**config.mk**
```make
export PLATFORM = sky130hd
export DESIGN_NAME = axi_adc_jesd204_capture_ctrl
export DESIGN_NICKNAME = d
export VERILOG_FILES = /design/src/rtl/axi_adc_jesd204_capture_pkg.sv /design/src/rtl/axi_adc_jesd204_trig_detect.sv /design/src/rtl/axi_adc_jesd204_capture_ctrl.sv
export SDC_FILE = /design/constraint.sdc
export NUM_CORES = 1
export LEC_CHECK = 0
export BUFFER_PORTS_ARGS = -buffer_cell sky130_fd_sc_hd__buf_2
export CAP_MARGIN = 0
export CORE_MARGIN = 5
export CORE_UTILIZATION = 47
export DETAILED_ROUTE_END_ITERATION = 6
export PLACE_DENSITY = 0.75
export SLEW_MARGIN = 25
export SYNTH_ARGS = -nofsm -noshare
export SYNTH_HDL_FRONTEND = slang
export SYNTH_HIERARCHICAL = 1
export SYNTH_SLANG_ARGS = --single-unit
```
**constraint.sdc**
```tcl
create_clock -name adc_clk -period 3.45 [get_ports adc_clk]
set_input_delay 0.1725 -clock adc_clk [delete_from_list [all_inputs] [get_ports adc_clk]]
set_output_delay 0.1725 -clock adc_clk [all_outputs]
set_load 0.03 [all_outputs]
```
**src/rtl/axi_adc_jesd204_capture_pkg.sv**
```systemverilog
// Shared state encoding and trigger helper
// for the ADC capture sequencer.
package axi_adc_jesd204_capture_pkg;

  localparam logic [1:0] IDLE    = 2'd0;
  localparam logic [1:0] ARMED   = 2'd1;
  localparam logic [1:0] DELAY   = 2'd2;
  localparam logic [1:0] CAPTURE = 2'd3;

  typedef enum logic [1:0] {
    ST_IDLE    = IDLE,
    ST_ARMED   = ARMED,
    ST_DELAY   = DELAY,
    ST_CAPTURE = CAPTURE
  } state_t;

  function automatic logic trig_edge(
    input logic cur,
    input logic prev,
    input logic rising
  );
    return rising ? (cur & ~prev) : (~cur & prev);
  endfunction

endpackage

```
**src/rtl/axi_adc_jesd204_trig_detect.sv**
```systemverilog
// Registers trig_in and flags the selected
// edge in the cycle the new level appears.
module axi_adc_jesd204_trig_detect
  import axi_adc_jesd204_capture_pkg::*;
(
  input  logic clk,
  input  logic rstn,
  input  logic trig_in,
  input  logic rising,
  output logic trig_evt
);

  logic trig_d_q;
  logic trig_d_d;

  // next value of the delayed trigger
  always_comb begin
    trig_d_d = trig_in;
  end

  // delayed trigger flop
  always_ff @(posedge clk) begin
    if (!rstn) trig_d_q <= 1'b0;
    else       trig_d_q <= trig_d_d;
  end

  assign trig_evt = trig_edge(trig_in, trig_d_q, rising);

endmodule

```
**src/rtl/axi_adc_jesd204_capture_ctrl.sv**
```systemverilog
// Capture sequencer: arm, optional trigger,
// post-trigger skip, then N beats to the DMA.
module axi_adc_jesd204_capture_ctrl
  import axi_adc_jesd204_capture_pkg::*;
#(
  parameter int NUM_CHANNELS = 1,
  parameter int DATA_WIDTH   = 32,
  parameter int LENGTH_WIDTH = 24,
  parameter int DELAY_WIDTH  = 16
) (
  input  logic                    adc_clk,
  input  logic                    adc_rstn,
  input  logic                    ctrl_arm,
  input  logic                    ctrl_abort,
  input  logic                    ctrl_continuous,
  input  logic                    ctrl_trig_en,
  input  logic                    ctrl_trig_rising,
  input  logic [DELAY_WIDTH-1:0]  ctrl_delay,
  input  logic [LENGTH_WIDTH-1:0] ctrl_length,
  input  logic                    trig_in,
  input  logic [NUM_CHANNELS-1:0] adc_valid_in,
  input  logic [DATA_WIDTH-1:0]   adc_data_in,
  input  logic                    adc_dovf,
  output logic [NUM_CHANNELS-1:0] dma_valid,
  output logic [DATA_WIDTH-1:0]   dma_data,
  output logic                    dma_sync,
  output logic                    status_busy,
  output logic                    status_done,
  output logic                    status_ovf,
  output logic [LENGTH_WIDTH-1:0] status_count
);

  state_t state_q, state_d;

  logic [DELAY_WIDTH-1:0]  delay_q, delay_d;
  logic [DELAY_WIDTH-1:0]  dly_cnt_q, dly_cnt_d;
  logic [LENGTH_WIDTH-1:0] length_q, length_d;
  logic [LENGTH_WIDTH-1:0] cnt_q, cnt_d;
  logic                    trig_en_q, trig_en_d;
  logic                    rising_q, rising_d;
  logic                    first_q, first_d;
  logic [NUM_CHANNELS-1:0] valid_q, valid_d;
  logic [DATA_WIDTH-1:0]   data_q, data_d;
  logic                    sync_q, sync_d;
  logic                    done_q, done_d;
  logic                    ovf_q, ovf_d;
  logic                    busy_q, busy_d;

  logic trig_evt;

  axi_adc_jesd204_trig_detect u_trig (
    .clk      (adc_clk),
    .rstn     (adc_rstn),
    .trig_in  (trig_in),
    .rising   (rising_q),
    .trig_evt (trig_evt)
  );

  logic beat;
  logic in_dly;
  logic take;
  logic fin;

  // next-state and output decode
  always_comb begin
    state_d   = state_q;
    delay_d   = delay_q;
    dly_cnt_d = dly_cnt_q;
    length_d  = length_q;
    cnt_d     = cnt_q;
    trig_en_d = trig_en_q;
    rising_d  = rising_q;
    first_d   = first_q;
    ovf_d     = ovf_q;
    valid_d   = '0;
    data_d    = adc_data_in;
    sync_d    = 1'b0;
    done_d    = 1'b0;
    beat      = adc_valid_in[0];
    in_dly    = 1'b0;
    take      = 1'b0;
    fin       = 1'b0;

    unique case (state_q)
      ST_IDLE: begin
        if (ctrl_arm && !ctrl_abort) begin
          delay_d   = ctrl_delay;
          length_d  = ctrl_length;
          dly_cnt_d = ctrl_delay;
          trig_en_d = ctrl_trig_en;
          rising_d  = ctrl_trig_rising;
          cnt_d     = '0;
          ovf_d     = 1'b0;
          first_d   = 1'b1;
          if (ctrl_length == '0 && !ctrl_trig_en) begin
            done_d = 1'b1;
            fin    = 1'b1;
          end else begin
            state_d = ctrl_trig_en ? ST_ARMED
                                   : ST_DELAY;
          end
        end
      end
      ST_ARMED: begin
        if (trig_evt) begin
          if (length_q == '0) begin
            done_d = 1'b1;
            fin    = 1'b1;
          end else begin
            state_d = ST_DELAY;
            in_dly  = 1'b1;
          end
        end
      end
      ST_DELAY: begin
        if (length_q == '0) begin
          done_d = 1'b1;
          fin    = 1'b1;
        end else begin
          in_dly = 1'b1;
        end
      end
      ST_CAPTURE: begin
        take = beat;
      end
    endcase

    if (in_dly && beat) begin
      if (dly_cnt_q == '0) begin
        take = 1'b1;
      end else begin
        dly_cnt_d = dly_cnt_q - 1'b1;
        if (dly_cnt_q == DELAY_WIDTH'(1))
          state_d = ST_CAPTURE;
      end
    end

    if (take) begin
      cnt_d   = first_q ? LENGTH_WIDTH'(1)
                        : cnt_q + 1'b1;
      first_d = 1'b0;
      valid_d = adc_valid_in;
      sync_d  = first_q;
      state_d = ST_CAPTURE;
      if (cnt_d == length_q) begin
        done_d = 1'b1;
        fin    = 1'b1;
      end
    end

    if (fin) begin
      first_d = 1'b1;
      if (ctrl_continuous) begin
        state_d   = trig_en_d ? ST_ARMED
                              : ST_DELAY;
        dly_cnt_d = delay_d;
      end else begin
        state_d = ST_IDLE;
      end
    end

    if (state_q == ST_CAPTURE && adc_dovf)
      ovf_d = 1'b1;

    if (ctrl_abort) begin
      state_d   = ST_IDLE;
      valid_d   = '0;
      sync_d    = 1'b0;
      done_d    = 1'b0;
      cnt_d     = cnt_q;
      first_d   = first_q;
      dly_cnt_d = dly_cnt_q;
      delay_d   = delay_q;
      length_d  = length_q;
      trig_en_d = trig_en_q;
      rising_d  = rising_q;
      ovf_d     = ovf_q | (state_q == ST_CAPTURE
                           && adc_dovf);
    end

    busy_d = (state_d != ST_IDLE) || done_d;
  end

  // all sequencer state and registered outputs
  always_ff @(posedge adc_clk) begin
    if (!adc_rstn) begin
      state_q   <= ST_IDLE;
      delay_q   <= '0;
      dly_cnt_q <= '0;
      length_q  <= '0;
      cnt_q     <= '0;
      trig_en_q <= 1'b0;
      rising_q  <= 1'b0;
      first_q   <= 1'b0;
      valid_q   <= '0;
      data_q    <= '0;
      sync_q    <= 1'b0;
      done_q    <= 1'b0;
      ovf_q     <= 1'b0;
      busy_q    <= 1'b0;
    end else begin
      state_q   <= state_d;
      delay_q   <= delay_d;
      dly_cnt_q <= dly_cnt_d;
      length_q  <= length_d;
      cnt_q     <= cnt_d;
      trig_en_q <= trig_en_d;
      rising_q  <= rising_d;
      first_q   <= first_d;
      valid_q   <= valid_d;
      data_q    <= data_d;
      sync_q    <= sync_d;
      done_q    <= done_d;
      ovf_q     <= ovf_d;
      busy_q    <= busy_d;
    end
  end

  assign dma_valid    = valid_q;
  assign dma_data     = data_q;
  assign dma_sync     = sync_q;
  assign status_busy  = busy_q;
  assign status_done  = done_q;
  assign status_ovf   = ovf_q;
  assign status_count = cnt_q;

endmodule

```
* Word level (Yosys, flattened, before mapping)
Cells that the tools add are included.
Word-level totals: register bits 123, output and inout bits 61
Operators by class: $add $sub $neg 2, eq/ne operators 5, muxes and demuxes 51, bitwise logic cells 8, reduce and logical (&&, ||, !) cells 23
Operator list (number):
- 16-bit two-way mux | 8
- 24-bit two-way mux | 4
- 24-bit zero test | 2
- 2-bit two-way mux | 13
- 24-bit by 1-bit adder with 24-bit output (second input constant) | 1
- 24-bit equality test | 1
- 1-bit two-way mux | 23
- 16-bit by 1-bit equality test with 1-bit output (second input constant) | 1
- 16-bit zero test | 1
- 16-bit by 1-bit subtractor with 16-bit output (second input constant) | 1
- 3-bit nonzero test | 4
- 3-bit AND reduction | 3
- 2-bit nonzero test | 3
- 1-bit inverter | 5
- 2-bit equality test (second input constant) | 2
- 1-bit logical AND | 4
- 2-bit case mux with 2 select lines | 1
- 1-bit case mux with 3 select lines | 1
- 3-bit OR reduction | 1
- 1-bit bitwise AND | 2
- 2-bit by 1-bit equality test with 1-bit output (second input constant) | 1
- 1-bit zero test | 2
- 2-bit zero test | 1
- 1-bit case mux with 2 select lines | 1
- other kinds (3) | 3

* Logic depth before layout (Yosys ltp)
Gate-level depths: netlist of run 1.
depth in word-level cells 13, mapped depth 13, mapped depth without buffers 12

* Cells and area by module
Netlist of run 1, hierarchy kept.
Modules (own cells, without submodules):
- axi_adc_jesd204_capture_ctrl | instances 1, cells an instance 824, area each 6752.7 µm², sequential area each 2442.3 µm²
- axi_adc_jesd204_trig_detect | instances 1, cells an instance 5, area each 50.0 µm², sequential area each 20.0 µm²

* Least setup slack after synthesis of run 1
Ideal clock, no wire load.
kind reg-to-reg, from reg cnt_q[0] (netlist: status_count[0]), to reg dly_cnt_q[0], library setup time 74 ps, data arrival time 3424 ps, path slack -48 ps, stages on the path, launching flop included 12, buffers on the path 0, period minus slack after synthesis 3498 ps, cells stage by stage dfxtp_1 ha_1 and4_1 nand4_2 or4_1 a21oi_1 xor2_1 a2111oi_4 a41oi_4 o21ai_2 mux2_1 a31oi_1
On the way: word-level cells in the longest chain between the ends 6
RTL lines:
- start, declared | line axi_adc_jesd204_capture_ctrl.sv:38 | logic [LENGTH_WIDTH-1:0] cnt_q, cnt_d;
- start signal, assigned | line axi_adc_jesd204_capture_ctrl.sv:206 | cnt_q <= cnt_d;
- 24-bit by 1-bit adder with 24-bit output | line axi_adc_jesd204_capture_ctrl.sv:140 | : cnt_q + 1'b1;
- 24-bit two-way mux | line axi_adc_jesd204_capture_ctrl.sv:139 | cnt_d = first_q ? LENGTH_WIDTH'(1)
- 24-bit equality test | line axi_adc_jesd204_capture_ctrl.sv:145 | if (cnt_d == length_q) begin
- 1-bit two-way mux | line axi_adc_jesd204_capture_ctrl.sv:145
- 1-bit two-way mux | line axi_adc_jesd204_capture_ctrl.sv:138 | if (take) begin
- 16-bit two-way mux | line axi_adc_jesd204_capture_ctrl.sv:151 | if (fin) begin
- end signal, assigned | line axi_adc_jesd204_capture_ctrl.sv:204 | dly_cnt_q <= dly_cnt_d;
- end, declared | line axi_adc_jesd204_capture_ctrl.sv:36 | logic [DELAY_WIDTH-1:0] dly_cnt_q, dly_cnt_d;
Every way passes these cells. A chain may end at the register's enable or synchronous reset.

* Worst setup path in the final report of run 1
from reg cnt_q[8] (netlist: status_count[8]), to reg dly_cnt_q[5]
Same word-level chain as after synthesis.

==> results of run 1 <==
-- layer usage --
layer / track usage (%) / wire length [um]
met4: 7.21 / 380
met2: 35.3 / 9160
met5: 0 / 0
met3: 6.30 / 1760
met1: 32.9 / 9090
-- cell type report --
cell class,instances,area (um2)
tap,184,230
timing repair buffer,219,1380
sequential,123,2480
fill,1269,5420
clock buffer,21,460
clock inverter,11,166
multi-input combinational,639,4180
inverter,13,48.8
-- power groups by stage --
stage / sequential (mW) / combinational, mW / clock, mW
floorplan: 1.58 / 0.263 / 0
global placement: 1.55 / 0.434 / 0
detailed placement: 1.55 / 0.441 / 0
CTS: 1.52 / 0.474 / 1.93
global route: 1.53 / 0.526 / 1.99
finish: 1.52 / 0.480 / 1.90
-- flip-flops by register name, summed over array words and instances (netlist names) --
signal           count
delay_q             16
dly_cnt_q           16
dma_data            32
dma_sync             1
dma_valid            1
first_q              1
length_q            24
rising_q             1
state_q              2
status_busy          1
status_count        24
status_done          1
status_ovf           1
trig_en_q            1
u_trig/trig_d_q      1
-- timing repair --
item                                    CTS  global route
hold buffers                             35             0
endpoints found under the setup margin    0            15
setup buffers                             0             5
resized for setup                         0            34
endpoints found under the hold margin    35             0
-- critical path, cell delays in order, from the launching register on --
cell	delay, ns
dfxtp_1	0.42
buf_4	0.20
nand2_1	0.11
nor3_4	0.26
xor2_1	0.30
mux2i_1	0.23
o311ai_0	0.14
buf_4	0.17
nor4_4	0.40
a41oi_4	0.22
buf_4	0.20
nor2_4	0.21
nor3_1	0.10
o311a_1	0.32
-- through the flow --
stage                     cells  instance area [um2]  hold WS (ns)
final                      1210                 8950        0.0123
after CTS                  1204                 8750      0.000661
after floorplan             829                 6810         0.300
after global placement     1137                 7770         0.378
after detailed placement   1137                 7770         0.381
after global routing       1210                 8950        0.0170
-- logic make-up after synthesis --
group,count (synthesis),share of synthesized area (%)
adders and majority gates,8,1.47
muxes,25,4.08
DFF,123,36.2
xor gates and xnor gates,26,3.55
buffers and inverters,68,4.40
AOI/OAI and AO/OA,196,19.8
and+or+nand+nor,383,30.5
-- synth_stat cells, types with 8 or more instances --
| cell | number |
|---|---|
| a21boi_0 | 44 |
| a21oi_1 | 28 |
| and2_1 | 51 |
| and3_1 | 13 |
| clkbuf_1 | 35 |
| dfxtp_1 | 123 |
| ha_1 | 8 |
| inv_1 | 13 |
| mux2i_1 | 15 |
| nand2_1 | 110 |
| nand3_1 | 32 |
| nand4_1 | 10 |
| nor2_1 | 63 |
| nor2b_1 | 15 |
| nor3_1 | 19 |
| nor4_1 | 18 |
| o21ai_0 | 62 |
| xnor2_1 | 15 |
| xor2_1 | 10 |
-- worst paths after layout --
kind	start	depth (start not counted)	to	slack (ns)
max	status_count[8]	13	dly_cnt_q[5]	0.08
min	ctrl_length[16]	3	length_q[16]	0.01
max reg2reg	status_count[8]	13	dly_cnt_q[5]	0.08
min reg2reg	delay_q[0]	2	delay_q[0]	0.47
==> summary.txt, run 1 <==
Routing
  • Drt drc: 0
  • DR pass1 iterations: 5
  • Vias: 6834
  • Antenna viol nets, final: 0
  • Routed wire length per instance: between 15 and 20 um
  • Vias/cell: 5.65
  • Initial DRC count: roughly 740
  • Routed WL: 20.4 mm

STA
  • Highest clock rate: 297 MHz
  • Worst-Margin Slew: around 0.76 ns
  • Setup_tns: 0 ns
  • Worst Clk Skew: between 0.006 and 0.007 ns
  • Setup-failing EPs final: 0
  • Final hold vios: 0
  • Count of final max-slew check failures: 0
  • Crit path time final: 3.37 ns
  • Setup ws final: 0.0780 ns
  • Rel. slew slack: approximately half
  • Final worst path period share: 97.7%

Cells and area
  • Layout cells sized above 1: 27.5%
  • Layout net count: approximately 1100
  • ANT cells: 0
  • Post-layout util: 62.3%
  • Commonest non-fill, non-tap cell in the layout: buf_2
  • Area growth from synthesis to layout: 31.5%
  • Most frequent cells in the layout: buf_2, dfxtp_1, nand2_1

CTS
  • Root Buffer: clkbuf_16
  • TritonCTS clock tree: built
  • Clock Sinks: 123
  • Clock-pin slew on the worst setup and hold paths: around 0.060 ns
  • Htree depth: 4
  • CTS max path bufs: 2
  • Clk_lat worst skew: 0.42 ns
  • Inserted Clock Buffers: 17

Synth
  • Yosys reg bits: 123
  • Cell Area, Synth: roughly 6800 um2
  • EDFF count, synth: 0
  • Yosys top cell area share: 36.2%
  • Post-synthesis sequential area ratio: between 30% and 40%
  • Cells after Synth: just over 800
  • Post-synthesis cell type with the largest combined area: dfxtp_1
  • Ys Warns: 6
  • Synth Flop Type: dfxtp_1
  • Syn_nets: roughly 920
  • Synth cell types: 80
  • Area contributors post-synth: dfxtp_1, nand2_1, a21boi_0
  • Syn Area/Cell: 8.21 um2
  • Asr flop ratio synth: 0%

Critical path
  • CP required: 3.76 ns
  • Worst EP arrival: 3.68 ns
  • Crit path kind: flip-flop to flip-flop
  • Crit-path max FO: 7
  • Crit path launch type: flip-flop
  • Crit. End Element: flip-flop

Die
  • Initial Utilization: 47.3%
  • Row count: 44
  • Die Width: 130 um
  • IO Pins: 143
  • Die ar.: around 17000 um2
  • Core Region: 14400 um2
  • Die H: between 100 and 150 um

Global route
  • Number of global-route vias before repair: 6256
  • Initial antenna violation count: 0
  • First-pass GRT wire length: 31.8 mm
  • Gr usage total: 23.5%
  • Total grt overflow: 0
  • Largest net degree at the start of global routing: a little under 50

Flow run
  • Max-cap viol count: 0

Power
  • Comb pwr share: 12.3%
  • Sw Pwr: about 0.97 mW
  • Internal power: 2.93 mW
  • Sw Ratio: between 20% and 30%
  • Leak Pwr: 3.80 nW
  • Flop pwr share: 39.0%
  • Power density cells: 436 nW/um2
  • Final Power: between 3 and 4 mW
  • Clock power share: 48.7%
  • Worst vdd ir: 0.358 mV

Run status
  • Outcome: finished, final reports clean

Place
  • Port bufs: about 140
  • Pre-CTS setup slack: 0.0628 ns
  • Hpwl dp: 14.3 mm
  • Placer Congestion: 0.972

Min path
  • Worst hold path type: primary input to flip-flop
Power figures use the tool's default switching activity.
==> inputs of run 2 (changes only) <==
--- a/config.mk
+++ b/config.mk
@@ -8,9 +8,9 @@
 export BUFFER_PORTS_ARGS = -buffer_cell sky130_fd_sc_hd__buf_2
 export CAP_MARGIN = 0
 export CORE_MARGIN = 5
-export CORE_UTILIZATION = 47
+export CORE_UTILIZATION = 35
 export DETAILED_ROUTE_END_ITERATION = 6
-export PLACE_DENSITY = 0.75
+export PLACE_DENSITY = 0.57
 export SLEW_MARGIN = 25
 export SYNTH_ARGS = -nofsm -noshare
 export SYNTH_HDL_FRONTEND = slang
==> constraint.sdc (replaced) <==
create_clock -name adc_clk -period 4 [get_ports adc_clk]
set_input_delay 0.2 -clock adc_clk [delete_from_list [all_inputs] [get_ports adc_clk]]
set_output_delay 0.2 -clock adc_clk [all_outputs]
set_load 0.03 [all_outputs]
==> summary.txt, run 2 (synthesis gave the netlist of run 1 again) <==
Run status
  • Outcome: finished, final reports clean

Min path
  • Worst hold path type: primary input to flip-flop
  • HP Start: adc_data_in[25]
  • Hold Crit Endpoint: dma_data[25]
  • Hold Path Stages: 2 (-1)

Cells and area
  • Layout cells sized above 1: 23.0% (-4.4 points)
  • Largest register FFs: 32 (unchanged)
  • Commonest non-fill, non-tap cell in the layout: buf_2
  • Most frequent cells in the layout: buf_2, dfxtp_1, nand2_1
  • Area growth from synthesis to layout: 27.2%
  • Layout net count: 1071 (-2.9%)
  • Reg area: 2460 um2 (-0.71%)
  • FILL cells: 2006 (+58%)
  • Multi-input logic area: 4050 um2 (-3.2%)

Critical path
  • Crit path launch type: flip-flop
  • Max stage delay cell, worst path: or4_1
  • Crit. End Element: flip-flop
  • Crit path kind: flip-flop to flip-flop
  • CP top delay family: compound AO/OA/AOI/OAI gates
  • Reg-to-reg endpoint: dly_cnt_q[0]
  • CP required: 4.34 ns (+0.58 ns)
  • Crit-path max FO: 9 (+2)
  • Worst EP arrival: 4.14 ns (+0.46 ns)
  • Critical path buffers and inverters: 0 (-3)
  • Worst-path cell chain: ha_1 -> and4_1 -> nand4_2 -> or4_1 -> a21oi_1 -> xor2_1 -> a2111oi_4 -> a41oi_4 -> o21ai_4 -> mux2_1 -> a31oi_1
  • Crit path largest cell delay: 0.56 ns (+0.14 ns)
  • Reg2Reg Depth: 11 (-2)
  • Reg2reg start: status_count[0]
  • R2R Setup Slk: 0.20 ns (+0.12 ns)
  • Critical path depth in cells: 11 (-2)

Routing
  • Drt drc: 0 (unchanged)
  • Antenna viol nets, final: 0 (unchanged)
  • DR pass1 iterations: 7 (+2)
  • Routed wire length per instance: 16.5 um (-1.9%)
  • Initial DRC count: 403 (-46%)
  • Routed WL: 20.8 mm (+2.2%)
  • Vias/cell: 5.15 (-8.9%)
  • Vias: 6483 (-5.1%)

CTS
  • Root Buffer: clkbuf_16
  • Clock-pin slew on the worst setup and hold paths: 0.06 ns (about the same)
  • Clock Sinks: 123 (unchanged)
  • TritonCTS clock tree: built
  • Htree depth: 4 (unchanged)
  • Clk_lat worst skew: 0.42 ns (about the same)
  • CTS max path bufs: 2 (unchanged)
  • Inserted Clock Buffers: 17 (unchanged)

Place
  • Port bufs: 142 (unchanged)
  • Hpwl dp: 14.7 mm (+2.7%)
  • Placer Congestion: 0.878 (-9.6%)

STA
  • Setup_tns: 0 ns (unchanged)
  • Final hold vios: 0 (unchanged)
  • Worst-Margin Slew: 0.714 ns (-0.0414 ns)
  • Highest clock rate: 263 MHz (-11%)
  • Worst Clk Skew: 0.0103 ns (+0.00403 ns)
  • Rel. slew slack: 52.3% (+2.6 points)
  • Count of final max-slew check failures: 0 (unchanged)
  • Setup-failing EPs final: 0 (unchanged)
  • Crit path time final: 3.80 ns (+0.432 ns)
  • Final worst path period share: 95.1% (-2.7 points)
  • RSZ-0062 raised after global routing: no

Power
  • Worst vdd ir: 0.269 mV (-25%)
  • Flop pwr share: 39.4% (+0.4 points)
  • Internal power: 2.50 mW (-15%)
  • Final Power: 3.34 mW (-14%)
  • Sw Ratio: 25.3% (+0.48 points)
  • Leak Pwr: 3.56 nW (-6.2%)
  • Sw Pwr: 0.845 mW (-13%)
  • Power density cells: 386 nW/um2 (-11%)
  • Clock power share: 48.5% (-0.2 points)
  • Comb pwr share: 12.2% (about the same)

Die
  • Row count: 51 (+16%)
  • IO Pins: 143 (unchanged)
  • Die ar.: 22300 um2 (+31%)
  • Die H: 149 um (+15%)
  • Die Width: 149 um (+15%)
  • Core Region: 19300 um2 (+34%)
  • Initial Utilization: 35.3% (-12 points)

Global route
  • Total grt overflow: 0 (unchanged)
  • First-pass GRT wire length: 33.4 mm (+5.0%)
  • Number of global-route vias before repair: 6254 (-0.032%)
  • Gr usage total: 18.7% (-4.8 points)
  • Largest net degree at the start of global routing: 66 (+35%)
  • Initial antenna violation count: 0 (unchanged)

Flow run
  • Max-cap viol count: 0 (unchanged)
run 2: worst max-delay path by stage:
stage | end | start | slack, ns
2_1_floorplan | dly_cnt_q[0] | status_count[0] | 0.50
3_3_place_gp | dly_cnt_q[0] | status_count[0] | 0.33
3_5_place_dp | dly_cnt_q[0] | status_count[0] | 0.22
4_1_cts | dly_cnt_q[0] | status_count[0] | 0.18
5_1_grt | dly_cnt_q[0] | status_count[0] | 0.02
6_report | dly_cnt_q[0] | status_count[0] | 0.20
run 2: power groups by stage:
| stage | Sequential, mW | Clock (mW) | Combinational (mW) |
|---|---|---|---|
| 2_1_floorplan | 1.36 | 0 | 0.227 |
| 3_3_place_gp | 1.34 | 0 | 0.381 |
| 3_5_place_dp | 1.34 | 0 | 0.384 |
| 4_1_cts | 1.31 | 1.66 | 0.409 |
| 5_1_grt | 1.32 | 1.72 | 0.447 |
| 6_report | 1.32 | 1.62 | 0.407 |
run 2: what timing repair did:
item	4_1_cts	5_1_grt
resized for setup	0	1
endpoints found under the hold margin	31	0
buffers inserted	0	0
hold buffers	31	0
endpoints found under the setup margin	0	2
run 2: cell type report:
class | instances | share of cell area (%)
clock buffers | 22 | 5.60
inverters | 13 | 0.564
well taps | 265 | 3.83
multi-input cells | 638 | 46.8
clock inverters | 10 | 1.59
diodes | 1 | 0.0289
flip-flops and latches | 123 | 28.5
repair buffers | 188 | 13.1
run 2: layer usage:
metal  global-route usage (%)  vias to the layer above  routed length (um)
met3                     4.15                       19                1070
met5                        0                        -                   0
li1                         -                     3247                   -
met4                     5.17                        0                 283
met2                     29.8                      174                9610
met1                     25.6                     3043                9870
run 2: metrics by stage:
| stage | setup slack, ns | util, % | hold WS [ns] | std cells | area, um2 |
|---|---|---|---|---|---|
| finish | 0.196 | 44.9 | 0.0183 | 1260 | 8650 |
| global route | 0.0212 | 44.9 | 0.0201 | 1259 | 8650 |
| CTS | 0.185 | 44.9 | 0.00815 | 1259 | 8640 |
| detailed placement | 0.221 | 40.0 | 0.408 | 1196 | 7710 |
| global placement | 0.329 | 40.0 | 0.405 | 1196 | 7710 |
| floorplan | 0.502 | - | 0.327 | 829 | 6800 |
run 2: worst reg2reg max path: stages, from the launching register on:
cell       delay (ns)
dfxtp_1          0.46
ha_1             0.32
and4_1           0.32
nand4_2          0.22
or4_1            0.56
a21oi_1          0.26
xor2_1           0.14
a2111oi_4        0.39
a41oi_4          0.27
o21ai_4          0.29
mux2_1           0.35
a31oi_1          0.15
